<file path="src/rtl/aadd_err_stats.sv">
// Error statistics for an approximate adder: compares exact and approximate sums over a
// window of N_SAMPLES accepted samples, tracking mismatch count, max and saturating sum of |diff|.
module aadd_err_stats #(
   parameter int unsigned N_SAMPLES = 1024,
   parameter int unsigned SUM_W     = 48
) (
   input  logic             clk_i,
   input  logic             rst_i,
   input  logic             start_i,
   input  logic             in_valid_i,
   output logic             in_ready_o,
   input  logic [31:0]      exact_i,
   input  logic [31:0]      approx_i,
   output logic             busy_o,
   output logic             done_o,
   output logic [31:0]      sample_count_o,
   output logic [31:0]      err_count_o,
   output logic [31:0]      max_abs_err_o,
   output logic [SUM_W-1:0] sum_abs_err_o
);

   typedef enum logic [1:0] {StIdle, StRun, StDone} state_e;

   state_e             state_q, state_d;
   logic               accept, clear, last;
   logic signed [32:0] diff;
   logic [31:0]        abs_err;
   logic [SUM_W:0]     sum_ext;

   logic [31:0]        sample_count_q, sample_count_d;
   logic [31:0]        err_count_q, err_count_d;
   logic [31:0]        max_abs_err_q, max_abs_err_d;
   logic [SUM_W-1:0]   sum_abs_err_q, sum_abs_err_d;

   assign accept = (state_q == StRun) && in_valid_i;
   assign clear  = (state_q != StRun) && start_i;
   assign last   = (sample_count_q == 32'(N_SAMPLES - 1));

   // 33-bit difference cannot overflow, so its magnitude always fits in 32 bits
   assign diff    = $signed({exact_i[31], exact_i}) - $signed({approx_i[31], approx_i});
   assign abs_err = diff[32] ? 32'(-diff) : diff[31:0];
   assign sum_ext = {1'b0, sum_abs_err_q} + {{(SUM_W + 1 - 32){1'b0}}, abs_err};

   always_ff @(posedge clk_i) begin
      if (rst_i) begin
         state_q <= StIdle;
      end else begin
         state_q <= state_d;
      end
   end

   always_comb begin
      state_d = state_q;
      unique case (state_q)
         StIdle:  if (start_i) state_d = StRun;
         StRun:   if (accept && last) state_d = StDone;
         StDone:  if (start_i) state_d = StRun;
         default: state_d = StIdle;
      endcase
   end

   always_comb begin
      busy_o     = (state_q == StRun);
      done_o     = (state_q == StDone);
      in_ready_o = (state_q == StRun);
   end

   always_comb begin
      sample_count_d = sample_count_q;
      err_count_d    = err_count_q;
      max_abs_err_d  = max_abs_err_q;
      sum_abs_err_d  = sum_abs_err_q;
      if (clear) begin
         sample_count_d = '0;
         err_count_d    = '0;
         max_abs_err_d  = '0;
         sum_abs_err_d  = '0;
      end else if (accept) begin
         sample_count_d = sample_count_q + 32'd1;
         if (diff != '0) err_count_d = err_count_q + 32'd1;
         if (abs_err > max_abs_err_q) max_abs_err_d = abs_err;
         // Once saturated every further add carries out, so the all-ones value holds
         sum_abs_err_d = sum_ext[SUM_W] ? '1 : sum_ext[SUM_W-1:0];
      end
   end

   always_ff @(posedge clk_i) begin
      if (rst_i) begin
         sample_count_q <= '0;
         err_count_q    <= '0;
         max_abs_err_q  <= '0;
         sum_abs_err_q  <= '0;
      end else begin
         sample_count_q <= sample_count_d;
         err_count_q    <= err_count_d;
         max_abs_err_q  <= max_abs_err_d;
         sum_abs_err_q  <= sum_abs_err_d;
      end
   end

   assign sample_count_o = sample_count_q;
   assign err_count_o    = err_count_q;
   assign max_abs_err_o  = max_abs_err_q;
   assign sum_abs_err_o  = sum_abs_err_q;

endmodule

</file>
<file path="config.mk">
export PLATFORM = sky130hd
export DESIGN_NAME = aadd_err_stats
export DESIGN_NICKNAME = d
export VERILOG_FILES = /design/src/rtl/aadd_err_stats.sv
export SDC_FILE = /design/constraint.sdc
export NUM_CORES = 1
export LEC_CHECK = 0
export ABC_AREA = 1
export CAP_MARGIN = 20
export CORE_ASPECT_RATIO = 1.5
export CORE_UTILIZATION = 35
export DETAILED_ROUTE_END_ITERATION = 10
export PLACE_DENSITY_LB_ADDON = 0.12
export SETUP_SLACK_MARGIN = 0.1
export SLEW_MARGIN = 40
export SYNTH_ARGS = -nofsm -noshare
export SYNTH_HDL_FRONTEND = slang
export SYNTH_SLANG_ARGS = --single-unit
</file>
<file path="constraint.sdc">
create_clock -name clk_i -period 5.9 [get_ports clk_i]
set_input_delay 1.18 -clock clk_i [delete_from_list [all_inputs] [get_ports clk_i]]
set_output_delay 1.18 -clock clk_i [all_outputs]
set_load 0.05 [all_outputs]
</file>
# ---- Word-level counts from Yosys, hierarchy flattened
# Index checks and enable logic that the tools add are counted.
dict set report totals {
  register_bits 146
  inputBits 68
  output_inout_bits 147
  elab_cells 32
}
dict set report classes {
  add_sub_neg 5
  n_lt_le_gt_ge 1
  n_eq_ne 6
  muxes 5
  n_reduce_logical 10
}
# op n
set ops {}
lappend ops {{$add 32x1->32 const B} 2}
lappend ops {{$add 48x32->49} 1}
lappend ops {{$mux 48} 1}
lappend ops {{$reduce_bool 33->1} 1}
lappend ops {{$sub 32x32->33} 1}
lappend ops {{$eq 32x10->1 const B} 1}
lappend ops {{$gt 32x32->1} 1}
lappend ops {{$mux 32} 1}
lappend ops {{$neg 32->32} 1}
lappend ops {{$ne 2x1->1 const B} 3}
lappend ops {{$reduce_and 2->1} 3}
lappend ops {{$mux 2} 2}
lappend ops {{$pmux 2 s2} 1}
lappend ops {{$reduce_or 2->1} 2}
lappend ops {{$logic_and 1x1->1} 3}
lappend ops {{$eq 2x1->1 const B} 1}
lappend ops {{$eq 2x2->1 const B} 1}
lappend ops {{$logic_not 2->1} 1}

# ---- Depth between registers and ports, before layout
dict set report depth {
  ltp_word 5
  ltp_mapped 37
  ltp_nobuf 36
}

# ---- Least setup slack after synthesis
# Ideal clock, no wire load.
dict set report synth_timing {
  path_kind {input -> register}
  startpoint {input port exact_i[0]}
  endpoint {register sum_abs_err_q[25], in the netlist sum_abs_err_o[25]}
  setup_time_ps 120
  arrival_ps 5239
  t_required_ps 5780
  path_slack_ps 541
  path_stages 33
  path_buffers 2
  cell_sequence {inv_1 -> ha_1 -> fa_1 -> inv_1 -> nand2_1 -> nand2_1 -> nand3_1 -> nand2_2 -> nand2_1 -> nand2_1 -> nand2_1 -> nor2_1 -> o21ai_1 -> nand2_2 -> inv_2 -> buf_4 -> o21ai_1 -> xor2_1 -> inv_1 -> ha_1 -> a21oi_1 -> nand2_1 -> a21boi_1 -> o21ai_2 -> a21boi_1 -> o21ai_1 -> nand3_1 -> nand2_1 -> nand2_1 -> nand2_1 -> inv_2 -> buf_4 -> a21oi_1}
}
dict set report synth_via {
  elab_chain_len 5
}
# item line_no
set synth_rtl {}
lappend synth_rtl {{from (decl)} 12} ;# input logic [31:0] exact_i,
lappend synth_rtl {{$sub 32x32->33 (*)} 40} ;# assign diff = $signed({exact_i[31], exact_i}) - $signed({approx_i[31], approx_i});
lappend synth_rtl {{$neg 32->32} 41} ;# assign abs_err = diff[32] ? 32'(-diff) : diff[31:0];
lappend synth_rtl {{$mux 32 (*)} 41}
lappend synth_rtl {{net abs_err[3]} 27} ;# logic [31:0] abs_err;
lappend synth_rtl {{$add 48x32->49 (*)} 42} ;# assign sum_ext = {1'b0, sum_abs_err_q} + {{(SUM_W + 1 - 32){1'b0}}, abs_err};
lappend synth_rtl {{$mux 48 (*)} 83} ;# sum_abs_err_d = sum_ext[SUM_W] ? '1 : sum_ext[SUM_W-1:0];
lappend synth_rtl {{to (signal assigned)} 97} ;# sum_abs_err_q <= sum_abs_err_d;
lappend synth_rtl {{to (decl)} 33} ;# logic [SUM_W-1:0] sum_abs_err_q, sum_abs_err_d;
# Mark *: on every way through the listed nets, which the timed path passes. The rest lies on a longest branch.
# A chain may end at the register's enable or synchronous reset.

# ---- Worst setup path after layout
dict set report layout_timing {
  startpoint {input port exact_i[0]}
  endpoint {register sum_abs_err_q[27], in the netlist sum_abs_err_o[27]}
}
# Same word-level chain as after synthesis.

==> impl_results.md <==
- Status: completed
- Setup slack, reg-to-reg: 3.27 ns
- Largest net degree at the start of global routing: just under 70
- Starting Density: 35.52%
- Seq/Total Area, Yosys: a little over a fifth
- Part of the power in registers: a little under a quarter
- Core ar.: between 0.03 and 0.04 mm^2
- Slowest CP cell: fa_2
- Post-Route WL: 50.10 mm
- Global route overflow: 0
- Vias in the first global route: between 15000 and 20000
- Max_cap viols: 0
- Cell taking the most area after synthesis: dfxtp_1
- Register cell area after layout: between 0.002 and 0.003 mm^2
- Die area: 0.03902 mm^2
- Number of synthesized flops with an enable pin: 0
- # IOs: ~220
- Cell area power density: between 200 and 250 mW/mm^2
- Die width: 161.6 um
- CP endpoint kind: register
- CP Max Fanout: 7
- DRT antenna net count: 0
- Number of fill cells in the layout: a little under 4000
- Top cell by count, worst path: buf_4
- H-tree levels: 4
- Fraction of layout cells with a size suffix above 1: between 10% and 20%
- Tmin final: roughly 5.5 ns
- Synth top area share: 21.85%
- Vias post-DR: ~16000
- Final GP Congestion: between 0.9 and 1
- Worst Skew: just under 0.01 ns
- Clock latency on the worst-skew pair: 0.45 ns
- DRC errors left: 0
- Final slew viol count: 0
- CTS Root Cell: clkbuf_16
- Area after DPL: 0.01847 mm^2
- RSZ-0062 raised after global routing: no
- WP data required: approximately 6.2 ns
- Vias per std cell: 4.849
- Critical path class: input port to register
- Critical Path AT: a little under 6 ns
- Fmax: roughly 0.18 GHz
- Syn Inst Count: ~2300
- Clock Path Buffers: 2
- Mapped cell area: around 0.013 mm^2
- Yosys warning count: 0
- Multi-input gate area in the final layout: ~0.0094 mm^2
- Worst Hold Class: register to register
- Prevailing post-synth register cell: dfxtp_1
- # clock sinks: ~150
- Logic gate share of total power: 50.0%
- Family with the most delay on the worst path: simple AND/OR/NAND/NOR gates
- Drt pass-1 iters: 5
- Net count after synthesis: 2429
- Static Leak: roughly 9.2 nW
- Clock share of power: around a quarter
- WL/cell: approximately 15 um
- Power, Total: between 4 and 5 mW
- Psw: 1.663 mW
- GRT Total Usage: about a quarter
- Design area: approximately 0.02 mm^2
- Final #Nets: just under 3000
- Area grow syn2layout: 48.89%
- Initial antenna violation count: 0
- Max incr delay on CP: approximately 0.53 ns
- Crit start category: input port
- Cell variety after synth: 48
- Ys async rst share: 0%
- Clk slew on worst S/H paths: roughly 0.060 ns
- Avg Inst Size Synth: a little under 6 um^2
- Total CTS buffers: 17
- Diode count: 0
- Global-route wire length before repair: between 70 and 80 mm
- Maximum VDD drop: around 0.00017 V
- Post-detail-place hpwl: a little over 40 mm
- P_int: 2.686 mW
- Final period utilization: around 94%
- Worst path bufs/invs: 9
- Actual slew at the worst max-slew pin: ~0.76 ns
- Port bufs: ~210
- Die height: 241.4 um
- Ranking of synthesized cells by area: dfxtp_1, nand2_1, inv_1
- TritonCTS clock tree: done
- Slew headroom: between 40 and 50%
- Yosys reg bits: ~150
- FP Rows: a little under 90
- Core Util, Final: a little over half
- Starting DRT DRC Count: slightly above 700
- Setup violators final: 0
- Final hold vios: 0
- Switching Share: 38.24%
- Setup_tns: 0 ns
[worst reg2reg max path, cell delays in order (launching register included)]
cell and delay [ns]:
dfxtp_1 0.33, ha_1 0.28, fa_1 0.40, nand3_1 0.08, nand2_1 0.11, a21boi_4 0.22, o21ai_4 0.09, a21boi_4 0.20
o21ai_2 0.08, nand3_1 0.08, nand2_2 0.09, nand2_1 0.09, nand2_2 0.08, clkinv_4 0.13, clkbuf_16 0.18, a21oi_1 0.07
[layout by cell type (no fill, tap or decap), types with 8 or more instances in the layout]
| cell | instances |
|---|---|
| nor2_2 | 30 |
| o21ai_0 | 85 |
| nand2_2 | 27 |
| ha_2 | 8 |
| nand3_1 | 138 |
| a21o_1 | 8 |
| dfxtp_1 | 146 |
| ha_4 | 13 |
| ha_1 | 79 |
| o21ai_1 | 20 |
| xor2_1 | 56 |
| nor3_1 | 44 |
| o21a_1 | 8 |
| a21oi_2 | 16 |
| xnor2_1 | 27 |
| nand4_1 | 28 |
| buf_4 | 336 |
| nand2_1 | 590 |
| nor4_1 | 20 |
| clkbuf_16 | 20 |
| a21oi_1 | 168 |
| nor2_1 | 192 |
| inv_1 | 387 |
| clkdlybuf4s50_1 | 214 |
| a31oi_1 | 21 |
| nand3_2 | 13 |
[layer usage]
metal	share of wire, %	vias up	global-route usage, %	wire length, um
li1	-	8294	-	-
met1	35	7224	23.85	17610
met2	56	329	51.44	28000
met3	3.0	127	3.304	1524
met4	5.9	0	14.61	2962
met5	0	-	0	0
[timing repair]
item / CTS / global route
gates resized for setup: 10 / 161
hold buffers: 0 / 0
setup endpoints to repair: 79 / 80
buffers inserted: 0 / 6
pin swaps: 0 / 35
gates cloned: 0 / 4
[cell usage after synthesis, types with 3 or more instances]
cell type and instances:
nand2_1 615, inv_1 393, nor2_1 220, a21oi_1 185, nand3_1 152, dfxtp_1 146, o21ai_0 101, ha_1 100
xor2_1 61, nor3_1 49, clkbuf_1 29, nand4_1 28, xnor2_1 27, a31oi_1 23, nor4_1 21, nor2_2 9
a21o_1 8, o21a_1 8, nand3b_1 7, o21ai_1 7, o21bai_1 7, buf_4 5, and2_1 4, buf_2 4
buf_6 4, nand2_2 4, o211ai_1 4, a211oi_1 3, buf_1 3, inv_2 3, nand3_2 3, nor3b_1 3
[registers in the layout (all words and copies together) (netlist names)]
signal          flops
sample_count_o     32
max_abs_err_o      32
err_count_o        32
state_q             2
sum_abs_err_o      48
[cell families after synthesis]
logic type	synth area share, %
flip-flops	21.85
AO/OA/AOI/OAI	14.45
buffers and inverters	12.78
multiplexers	0.1497
adder cells (fa/ha/maj)	9.653
XOR/XNOR	5.762
AND/OR/NAND/NOR	35.36
[cell type report]
cell class              instances  area share [%]
clock inverters                 8          0.4963
inverters                     396           7.501
multi-input cells            1672           47.41
repair buffers                559           24.33
flip-flops and latches        146           14.68
clock buffers                  24           2.519
well taps                     489           3.072
[power groups by stage]
stage	Sequential (mW)	Clock (mW)	Combinational, mW
global placement	1.06	0	1.98
CTS	1.04	1.16	2.02
floorplan	1.13	0	1.00
detailed placement	1.06	0	2.00
global route	1.04	1.20	2.41
finish	1.04	1.14	2.17
[per-stage QoR]
step | hold slack, ns | setup slack, ns | std cells
global placement | 0.4823 | -0.5210 | 3252
CTS | 0.5025 | 0.1035 | 3284
detailed placement | 0.4931 | -0.5408 | 3252
finish | 0.4982 | 0.3765 | 3294
floorplan | 0.4995 | 0.5411 | 2259
global route | 0.5221 | 0.08916 | 3294
[final timing paths]
path / depth (start not counted) / endpoint / from
max: 31 / sum_abs_err_o[27]$_SDFFE_PP0P_ / exact_i[0]
min: 2 / err_count_o[31]$_SDFFE_PP0P_ / err_count_o[31]$_SDFFE_PP0P_
max reg2reg: 15 / sum_abs_err_o[27]$_SDFFE_PP0P_ / sum_abs_err_o[0]$_SDFFE_PP0P_
min reg2reg: 2 / err_count_o[31]$_SDFFE_PP0P_ / err_count_o[31]$_SDFFE_PP0P_
(Power assumes the default switching activity.)
